`config.mk`:
```
export PLATFORM = sky130hd
export DESIGN_NAME = sample_readout_fifo
export DESIGN_NICKNAME = d
export VERILOG_FILES = /design/src/rtl/sample_readout_fifo.sv
export SDC_FILE = /design/constraint.sdc
export NUM_CORES = 1
export LEC_CHECK = 0
export BUFFER_PORTS_ARGS = -buffer_cell sky130_fd_sc_hd__buf_2
export CORE_MARGIN = 5
export CORE_UTILIZATION = 45
export DETAILED_ROUTE_END_ITERATION = 10
export GPL_ROUTABILITY_DRIVEN = 0
export HOLD_SLACK_MARGIN = 0.06
export PLACE_DENSITY = 0.57
export SYNTH_ARGS = -nofsm -noshare
export SYNTH_HDL_FRONTEND = slang
export SYNTH_SLANG_ARGS = --single-unit
```
`constraint.sdc`:
```
create_clock -name clk -period 2.8 [get_ports clk]
set_clock_uncertainty 0.05 [all_clocks]
set_input_delay 0 -clock clk [delete_from_list [all_inputs] [get_ports clk]]
set_output_delay 0 -clock clk [all_outputs]
set_load 0.05 [all_outputs]
```
`src/rtl/sample_readout_fifo.sv`:
```
// Sample buffer between the capture stage and the Raspberry Pi: a small circular FIFO
// feeding a single registered presentation word that the RPi acknowledges with a rising edge on ready.
module sample_readout_fifo #(
    parameter int DATA_W     = 24,
    parameter int DEPTH_LOG2 = 4
) (
    input  logic                  clk,
    input  logic                  rst,
    input  logic [DATA_W-1:0]     in_data,
    input  logic                  in_valid,
    output logic                  in_ready,
    input  logic                  ready,
    output logic [DATA_W-1:0]     data,
    output logic                  rpi_interrupt,
    output logic [DEPTH_LOG2:0]   fill,
    output logic                  overflow,
    input  logic                  ovf_clr
);

    localparam int                  DEPTH    = 1 << DEPTH_LOG2;
    localparam logic [DEPTH_LOG2:0] FILL_ONE = (DEPTH_LOG2 + 1)'(1);
    localparam logic [DEPTH_LOG2-1:0] PTR_ONE = DEPTH_LOG2'(1);

    typedef enum logic [1:0] {
        IDLE,
        LOAD,
        PRESENT
    } state_e;

    state_e                  state_q;
    logic [DATA_W-1:0]       mem_q [DEPTH];
    logic [DEPTH_LOG2-1:0]   wr_ptr_q, wr_ptr_d;
    logic [DEPTH_LOG2-1:0]   rd_ptr_q;
    logic [DEPTH_LOG2:0]     fill_q, fill_d;
    logic                    ovf_q, ovf_d;
    logic [DATA_W-1:0]       data_q;
    logic                    intr_q;
    logic                    r1_q, r2_q, r3_q;

    logic full;
    logic push;
    logic drop;
    logic pop;
    logic ack;

    // fill never exceeds DEPTH, so its top bit alone marks the full condition
    assign full = fill_q[DEPTH_LOG2];
    assign push = in_valid & ~full;
    assign drop = in_valid & full;
    assign pop  = (state_q == LOAD);
    assign ack  = r2_q & ~r3_q;

    always_comb begin
        fill_d   = fill_q;
        wr_ptr_d = wr_ptr_q;
        ovf_d    = ovf_q;
        case ({push, pop})
            2'b10:   fill_d = fill_q + FILL_ONE;
            2'b01:   fill_d = fill_q - FILL_ONE;
            default: fill_d = fill_q;
        endcase
        if (push) begin
            wr_ptr_d = wr_ptr_q + PTR_ONE;
        end
        if (drop) begin
            ovf_d = 1'b1;
        end else if (ovf_clr) begin
            ovf_d = 1'b0;
        end
    end

    // Synchroniser flops reset high so a ready line held high through reset never looks like an edge
    always_ff @(posedge clk or posedge rst) begin
        if (rst) begin
            r1_q <= 1'b1;
            r2_q <= 1'b1;
            r3_q <= 1'b1;
        end else begin
            r1_q <= ready;
            r2_q <= r1_q;
            r3_q <= r2_q;
        end
    end

    always_ff @(posedge clk) begin
        if (push) begin
            mem_q[wr_ptr_q] <= in_data;
        end
    end

    always_ff @(posedge clk or posedge rst) begin
        if (rst) begin
            wr_ptr_q <= '0;
            fill_q   <= '0;
            ovf_q    <= 1'b0;
        end else begin
            wr_ptr_q <= wr_ptr_d;
            fill_q   <= fill_d;
            ovf_q    <= ovf_d;
        end
    end

    // Acks arriving outside PRESENT are dropped rather than remembered
    always_ff @(posedge clk or posedge rst) begin
        if (rst) begin
            state_q  <= IDLE;
            rd_ptr_q <= '0;
            data_q   <= '0;
            intr_q   <= 1'b0;
        end else begin
            case (state_q)
                IDLE: begin
                    intr_q <= 1'b0;
                    if (fill_q != '0) begin
                        state_q <= LOAD;
                    end
                end
                LOAD: begin
                    data_q   <= mem_q[rd_ptr_q];
                    rd_ptr_q <= rd_ptr_q + PTR_ONE;
                    intr_q   <= 1'b1;
                    state_q  <= PRESENT;
                end
                PRESENT: begin
                    if (ack) begin
                        intr_q  <= 1'b0;
                        state_q <= (fill_q != '0) ? LOAD : IDLE;
                    end
                end
                default: begin
                    intr_q  <= 1'b0;
                    state_q <= IDLE;
                end
            endcase
        end
    end

    assign in_ready      = ~full;
    assign data          = data_q;
    assign rpi_interrupt = intr_q;
    assign fill          = fill_q;
    assign overflow      = ovf_q;

endmodule
```
==> results.yml <==
die:
  dieArea_um2: 41240
  core_area_um2: 36700
  start_util: 0.4571
  row_count: 70
  die_y_um: 203.1
  die_w_um: 203.1
  ioPinCount: 61
run:
  cap_viol_max_count: 0
pwr:
  finalPower_uw: 20400
  power.switching_uw: 6754
  power_frac_comb: 0.296
  intPower_uw: 13650
  sw_frac_of_total: 0.3311
  p_leak_uw: 0.006752
  pwr-share-clk: 0.301
  max-vdd-ir-drop_mv: 0.7076
  power_frac_seq: 0.402
  powerDensity_nw_per_um2: 1044
clocking:
  clockBufferDepth: 3
  cts_buffers: 46
  cts_tree: "yes"
  cts_num_sinks: 428
  clk_latency_ns: 0.57
  h-tree-depth: 2
  cts_resized: 0
  post_cts_buffers: 0
  clk_pin_slew_worst_paths_ns: 0.06
  cts_root_buf: "clkbuf_16"
  cts_hold_buf: 31
global_route:
  grt_pass1_vias: 8941
  grt_antenna_before_repair: 0
  grt_start_max_net_pins: 51
  grt_usage: 0.1909
  grt_pass1_wl_um: 58460
  grt_overflow: 0
final_layout:
  area_growth_pct: 16.44
  diodes: 0
  utilization: 0.5323
  fillers: 2885
  drive_above_1_share: 0.2076
  final_cell_mix: "384 x edfxtp_1, 122 x mux2i_1, 60 x buf_2"
  final_common_cell: "edfxtp_1"
  nNetsFinal: 1078
synth:
  syn_nets: 953
  synth-seq-cells: 428
  synth_top_area_cell: "edfxtp_1"
  netlist_instances: 917
  synth_flop_cell: "edfxtp_1"
  synth_edf_count: 384
  synth_cell_types: 48
  synth_async_sr_flop_share: 0.1028
  ys_seq_area_frac: 0.7532
  yosys_warnings: 0
  syn_area_um2: 16780
  syn_avg_cell_area_um2: 18.29
  synth_top_area_frac: 0.6874
  ys_top_cells_by_area: "edfxtp_1 69%, mux2i_1 7.3%, dfrtp_1 6.1%"
critical_path:
  end_kind: "flop"
  path_max_fanout: 10
  critPathKind: "flop to flop"
  worstPathArrival_ns: 2.58
  required_ns: 3.20
  startpoint_type: "flop"
timing:
  whs_ns: 0.3093
  min_period_ns: 2.188
  setup_tns_ns: 0
  slew_viol_final: 0
  slew-limit-headroom: 0.3446
  fmax_mhz: 457.1
  setup_viol: 0
  hold_viol_final: 0
  tightestPinTransition_ns: 0.9832
  finalCritPeriodShare: 0.7813
  rsz0062_at_grt: "no"
routing:
  ant_nets: 0
  wl_per_cell_um: 25.21
  postRouteWirelength_um: 39000
  first_iter_violations: 564
  dr.pass1.iters: 5
  vias_per_cell: 5.641
  remaining_drc_errors: 0
  vias: 8726
place:
  io_buffers: 60
  post-dp-hpwl_um: 20140
run_status:
  status: "complete, no violations"
min_path:
  holdCritPathClass: "input port to flop"
worst paths after layout:
path	slack [ns]	from	endpoint	depth (start not counted)
max	0.61	fill[4]	fill[2]	9
min	0.31	in_data[0]	mem_q[14][0]	2
max reg2reg	0.61	fill[4]	fill[2]	9
min reg2reg	0.32	r1_q	r2_q	0
max in group asynchronous	1.51	rst	r1_q	5
min in group asynchronous	0.48	rst	data[23]	4
through the flow:
step / area, um2 / worst slack (ns) / cells
floorplan: 16780 / 0.2756 / 917
global placement: 17670 / 0.6612 / 1431
detailed placement: 17670 / 0.6325 / 1431
CTS: 19530 / 0.6068 / 1547
global route: 19530 / 0.4267 / 1547
finish: 19530 / 0.6125 / 1547
power groups by stage:
stage | combinational [uW] | clock [uW] | sequential [uW]
global placement | 6010 | 0 | 8320
CTS | 6120 | 6260 | 8210
global route | 6510 | 6540 | 8280
floorplan | 4070 | 0 | 8770
finish | 6050 | 6150 | 8200
detailed placement | 6060 | 0 | 8340
critical path, stage by stage, from the launching register on:
cell and delay [ns]:
dfrtp_1 0.43, nor2b_1 0.17, inv_1 0.13, ha_1 0.34
xor2_1 0.18, ha_1 0.24, a31oi_1 0.18, xor2_1 0.16
nor2_1 0.06, xor2_1 0.14
cell families after synthesis:
logic type	count (synthesis)	share of synthesized area
adder cells (fa/ha/maj)	7	0.005221
AO/OA/AOI/OAI	146	0.05788
XOR/XNOR	12	0.006265
multiplexers	165	0.1205
AND/OR/NAND/NOR	97	0.02842
buffers and inverters	62	0.02857
flip-flops	428	0.7532
flip-flops by register name, indices dropped and copies added, names as in the netlist:
name / cells
r2_q: 1
data: 24
r3_q: 1
r1_q: 1
rd_ptr_q: 4
wr_ptr_q: 4
mem_q: 384
state_q: 2
rpi_interrupt: 1
fill: 5
overflow: 1
cells in the mapped netlist (7+ instances only):
master    count
a21oi_1      37
a22o_1       11
a22oi_1      10
a32oi_1      10
and2_1       18
buf_2        12
buf_4         8
buf_6        12
clkbuf_1      8
dfrtp_1      41
edfxtp_1    384
ha_1          7
inv_1         7
mux2_2       15
mux2i_1     122
mux4_2       28
nand2_1      44
nand3_1      10
o211ai_1     14
o21ai_1      11
o221ai_1     14
o22ai_1      28
xnor2_1       8
final cells by class:
| class | instances | area, um2 | area share |
|---|---|---|---|
| clock buffers | 64 | 1310 | 0.06706 |
| repair buffers | 131 | 1061 | 0.05432 |
| clock inverters | 21 | 240.2 | 0.01230 |
| well taps | 468 | 585.6 | 0.02998 |
| flip-flops and latches | 428 | 12640 | 0.6473 |
| inverters | 8 | 30.03 | 0.001537 |
| multi-input cells | 427 | 3664 | 0.1875 |
routing by layer:
metal	GRT usage	part of all wire	routed length, um
met5	0	0	0
met4	0.04192	0.015	599
met3	0.03785	0.050	1939
met2	0.3175	0.50	19320
met1	0.2647	0.44	17140
(Power assumes the default switching activity.)
